**src/rtl/bandgap_ctrl_pkg.sv**
```systemverilog
// Shared types and defaults for the bandgap reference power sequencer.
// Optional irq output is enabled by defining BANDGAP_CTRL_IRQ_EN.
package bandgap_ctrl_pkg;

   typedef enum logic [1:0] {
      BG_OFF     = 2'b00,
      BG_STARTUP = 2'b01,
      BG_ON      = 2'b10,
      BG_HOLD    = 2'b11
   } bg_state_t;

   localparam int BG_CNT_W = 16;

   function automatic logic bg_en_of(input bg_state_t s);
      return s != BG_OFF;
   endfunction

   function automatic logic bg_ready_of(input bg_state_t s);
      return (s == BG_ON) || (s == BG_HOLD);
   endfunction

endpackage

```
**src/rtl/bandgap_ctrl_timer.sv**
```systemverilog
// Loadable down-counter shared by the settle and hold-off phases.
// Saturates at zero; only a load moves it off zero.
module bandgap_ctrl_timer
   import bandgap_ctrl_pkg::*;
#(
   parameter int CNT_W = BG_CNT_W
) (
   input  logic             clk,
   input  logic             resetn,
   input  logic             load,
   input  logic [CNT_W-1:0] load_val,
   input  logic             en,
   output logic             zero
);

   logic [CNT_W-1:0] cnt;

   always_ff @(posedge clk or negedge resetn) begin
      if (!resetn) begin
         cnt <= '0;
      end else if (load) begin
         cnt <= load_val;
      end else if (en && (cnt != '0)) begin
         cnt <= cnt - 1'b1;
      end
   end

   assign zero = (cnt == '0);

endmodule

```
**src/rtl/bandgap_ctrl.sv**
```systemverilog
// Bandgap EN sequencer and sharing arbiter with settle time and hold-off.
// Define BANDGAP_CTRL_IRQ_EN to add a ready-rise irq pulse output.
module bandgap_ctrl
   import bandgap_ctrl_pkg::*;
#(
   parameter int NREQ           = 4,
   parameter int STARTUP_CYCLES = 1000,
   parameter int HOLD_CYCLES    = 64,
   parameter int CNT_W          = BG_CNT_W
) (
   input  logic            clk,
   input  logic            resetn,
   input  logic [NREQ-1:0] req,
   input  logic            force_on,
   output logic            bg_en,
   output logic            bg_ready,
   output logic [NREQ-1:0] ack,
   output logic [1:0]      state
`ifdef BANDGAP_CTRL_IRQ_EN
   ,
   output logic            irq
`endif
);

   localparam logic [CNT_W-1:0] START_LD =
      CNT_W'(STARTUP_CYCLES - 1);
   localparam logic [CNT_W-1:0] HOLD_LD =
      (HOLD_CYCLES > 0) ? CNT_W'(HOLD_CYCLES - 1) : '0;
   localparam bit NO_HOLD = (HOLD_CYCLES == 0);

   bg_state_t        cur;
   bg_state_t        nxt;
   logic             any_req;
   logic             ld;
   logic [CNT_W-1:0] ld_val;
   logic             cnt_en;
   logic             zero;

   assign any_req = (|req) | force_on;

   bandgap_ctrl_timer #(
      .CNT_W (CNT_W)
   ) u_timer (
      .clk      (clk),
      .resetn   (resetn),
      .load     (ld),
      .load_val (ld_val),
      .en       (cnt_en),
      .zero     (zero)
   );

   // Settling always runs to completion; only the exit target
   // depends on whether anyone still wants the reference.
   always_comb begin
      nxt    = cur;
      ld     = 1'b0;
      ld_val = START_LD;
      cnt_en = 1'b0;
      unique case (cur)
         BG_OFF: begin
            if (any_req) begin
               nxt    = BG_STARTUP;
               ld     = 1'b1;
               ld_val = START_LD;
            end
         end
         BG_STARTUP: begin
            if (!zero) begin
               cnt_en = 1'b1;
            end else if (any_req) begin
               nxt = BG_ON;
            end else if (NO_HOLD) begin
               nxt = BG_OFF;
            end else begin
               nxt    = BG_HOLD;
               ld     = 1'b1;
               ld_val = HOLD_LD;
            end
         end
         BG_ON: begin
            if (!any_req) begin
               if (NO_HOLD) begin
                  nxt = BG_OFF;
               end else begin
                  nxt    = BG_HOLD;
                  ld     = 1'b1;
                  ld_val = HOLD_LD;
               end
            end
         end
         BG_HOLD: begin
            if (any_req) begin
               nxt = BG_ON;
            end else if (zero) begin
               nxt = BG_OFF;
            end else begin
               cnt_en = 1'b1;
            end
         end
         default: begin
            nxt = BG_OFF;
         end
      endcase
   end

   always_ff @(posedge clk or negedge resetn) begin
      if (!resetn) begin
         cur      <= BG_OFF;
         bg_en    <= 1'b0;
         bg_ready <= 1'b0;
      end else begin
         cur      <= nxt;
         bg_en    <= bg_en_of(nxt);
         bg_ready <= bg_ready_of(nxt);
      end
   end

`ifdef BANDGAP_CTRL_IRQ_EN
   always_ff @(posedge clk or negedge resetn) begin
      if (!resetn) begin
         irq <= 1'b0;
      end else begin
         irq <= bg_ready_of(nxt) & ~bg_ready;
      end
   end
`endif

   assign ack   = req & {NREQ{bg_ready}};
   assign state = cur;

endmodule

```
**config.mk**
```make
export PLATFORM = sky130hd
export DESIGN_NAME = bandgap_ctrl
export DESIGN_NICKNAME = d
export VERILOG_FILES = /design/src/rtl/bandgap_ctrl_pkg.sv /design/src/rtl/bandgap_ctrl_timer.sv /design/src/rtl/bandgap_ctrl.sv
export SDC_FILE = /design/constraint.sdc
export NUM_CORES = 1
export LEC_CHECK = 0
export CORE_MARGIN = 2
export CORE_UTILIZATION = 30
export CTS_BUF_LIST = sky130_fd_sc_hd__clkbuf_4 sky130_fd_sc_hd__clkbuf_8
export DETAILED_ROUTE_END_ITERATION = 8
export PLACE_DENSITY_LB_ADDON = 0.25
export SLEW_MARGIN = 15
export SYNTH_ARGS = -nofsm -noshare
export SYNTH_HDL_FRONTEND = slang
export SYNTH_SLANG_ARGS = --single-unit
```
**constraint.sdc**
```tcl
create_clock -name clk -period 5.1 [get_ports clk]
set_input_delay 1.02 -clock clk [delete_from_list [all_inputs] [get_ports clk]]
set_output_delay 1.02 -clock clk [all_outputs]
set_load 0.05 [all_outputs]
```
==> results_dict.tcl <==
set metrics [dict create \
    core_um2 4058 \
    cts_tree "built" \
    async_reset_ff_share_pct 100.0 \
    swShare_pct 39.00 \
    maxCapViolCount 0 \
    p_comb_share_pct 38.6 \
    whs_path_depth 2 \
    timing.rr.start "u_timer.cnt[12]" \
    grt_pass1_wl_um 5106 \
    num_vias 1111 \
    viasPerCell 5.446 \
    synth_cell_types 40 \
    hp-start "u_timer.cnt[5]" \
    netlist_area_um2 1289 \
    synthesis.area_per_instance_um2 9.205 \
    firstDrtPassIters 4 \
    relSlewSlack_pct 39.93 \
    initial_utilization_pct 31.76 \
    antenna_cells 0 \
    io_pins 15 \
    synth.most_common_cell "dfrtp_1" \
    startpoint_type "input pin" \
    post_cts_buffers 0 \
    synth-seq-cells 20 \
    post_cts_resized 0 \
    irDropWorstVdd_v 0.0001752 \
    slew_viol_final 0 \
    finish.utilization_pct 37.87 \
    period_share_pct 67.35 \
    reg2reg_to "u_timer.cnt[3]" \
    root_buffer "clkbuf_8" \
    seqPwrFrac_pct 36.3 \
    netlist_top_cells_count "dfrtp_1 (20), a21oi_1 (12), nor2_1 (11), inv_1 (8), nand2_1 (8)" \
    ant_nets 0 \
    setup.worst_path.end_class "output pin" \
    critPathArrivalTime_ns 2.41 \
    route.detailed.drc 0 \
    rows 23 \
    antenna_found_initial 0 \
    clock_skew_ns 0.002262 \
    p_int_w 0.0003837 \
    power.density_nw_per_um2 409.4 \
    synth_top_area_share_pct 38.83 \
    synth_edf_count 0 \
    tns_ns 0 \
    report.final.setup_viol 0 \
    hp-class "flop to flop" \
    dieArea_um2 4836 \
    die_w_um 69.54 \
    die_h_um 69.54 \
    port_buffers 14 \
    netlist_instances 140 \
    overflow 0 \
    gp_congestion 0.8155 \
    finalHoldViolCount 0 \
    hold_buffers 0 \
    grt_max_degree 21 \
    synth_ff_type "dfrtp_1" \
    grt_use_total_pct 12.82 \
    avgRoutedWirePerCell_um 13.69 \
    ys.warnings.count 0 \
    wirelength_um 2793 \
    cts_buffers 3 \
    area_delta_synth_final_pct 19.22 \
    worstPathMaxFanout 2 \
    final_nets 168 \
    synthTopCellsByArea "dfrtp_1 (39%), ha_1 (5.8%), xnor2_1 (4.8%)" \
    h-tree-depth 1 \
    switchingPower_w 0.0002453 \
    numClockSinks 20 \
    path_clk_slew_ns 0.08 \
    r2r_cells 5 \
    drive_gt1_share_pct 8.442 \
    pwr-share-clk_pct 25.1 \
    clock_path_buffers 2 \
    rsz0062_at_grt "no" \
    grt_pass1_vias 1088 \
    required_ns 4.08 \
    finalCriticalPeriod_ns 3.435 \
    hold_end "u_timer.cnt[5]" \
    reg2reg_slack_ns 2.28 \
    crit_type "input pin to output pin" \
    status "finished, final reports clean" \
    post-dp-hpwl_um 2116 \
    leakagePower_nw 0.5739 \
    ys_seq_area_share_pct 38.83 \
    worst_slew_pin_slew_ns 0.8982 \
    clock_latency_ns 0.25 \
    synth_fp_nets 153 \
    synth_area_leader_cell "dfrtp_1" \
    fmax_ghz 0.2911 \
    drtIter0Drc 57 \
]
==> power by group through the flow <==
stage	Clock (W)	Combinational, W	Sequential, W
final	0.000158	0.000243	0.000228
after global routing	0.000171	0.000275	0.000234
after CTS	0.000163	0.000245	0.000228
after detailed placement	0	0.000245	0.000230
after global placement	0	0.000240	0.000228
after floorplan	0	0.000166	0.000250
==> kinds of logic after synthesis <==
logic type / share of synthesized area [%]
XOR/XNOR: 4.757
flip-flops: 38.83
AO/OA/AOI/OAI: 18.35
AND/OR/NAND/NOR: 27.87
adder cells (fa/ha/maj): 5.825
buffers and inverters: 4.369
==> through the flow <==
step | setup slack, ns | total power, W | hold slack [ns] | instances | cell area (um2)
after floorplan | 2.267 | 0.0004159 | 0.5078 | 140 | 1289
after global placement | 1.686 | 0.0004677 | 0.5326 | 200 | 1465
after detailed placement | 1.639 | 0.0004747 | 0.5426 | 200 | 1465
after CTS | 1.656 | 0.0006365 | 0.5676 | 204 | 1536
after global routing | 1.610 | 0.0006794 | 0.5979 | 204 | 1536
final | 1.665 | 0.0006290 | 0.5630 | 204 | 1536
==> per-layer routing <==
metal / vias up / wire length [um] / GRT usage, %
met5: - / 0 / 0
met1: 535 / 1305 / 18.65
met3: 2 / 148 / 2.326
li1: 548 / - / -
met2: 26 / 1315 / 19.23
met4: 0 / 24 / 3.922
==> state kept, by name, indices dropped and copies added (netlist names) <==
register,count
u_timer.cnt,16
state,2
bg_en,1
bg_ready,1
==> worst max path at each step <==
stage | slack [ns] | start | endpoint
final | 1.67 | req[2] | ack[2]
after global routing | 1.61 | req[2] | ack[2]
after CTS | 1.66 | req[2] | ack[2]
after detailed placement | 1.64 | req[0] | u_timer.cnt[15]
after global placement | 1.69 | req[3] | ack[3]
after floorplan | 2.27 | req[0] | u_timer.cnt[15]
==> final cells by class <==
class / count / area, um2
tap: 50 / 62.56
sequential: 20 / 500.5
clock inverter: 1 / 30.03
timing repair buffer: 14 / 140.1
fill: 402 / 2521
inverter: 8 / 30.03
multi-input combinational: 108 / 732.0
clock buffer: 3 / 41.29
==> critical path, cell delays in order <==
cell and delay (ns):
clkdlybuf4s50_1 0.47, and2_1 0.13, clkdlybuf4s50_1 0.79
==> cells in the final DEF, fill, tap and decap left out, types with 3 or more instances in the layout <==
cell,Yosys,routed
a21oi_1,12,12
and2_1,5,5
clkbuf_8,0,3
clkdlybuf4s50_1,0,14
dfrtp_1,20,20
ha_1,6,6
inv_1,8,8
nand2_1,8,8
nand3_1,4,4
nor2_1,11,11
nor3_1,6,6
nor4_1,4,4
o21ai_0,6,6
or4_1,4,4
xnor2_1,7,7
No activity file was read; power rests on OpenSTA's default activity.
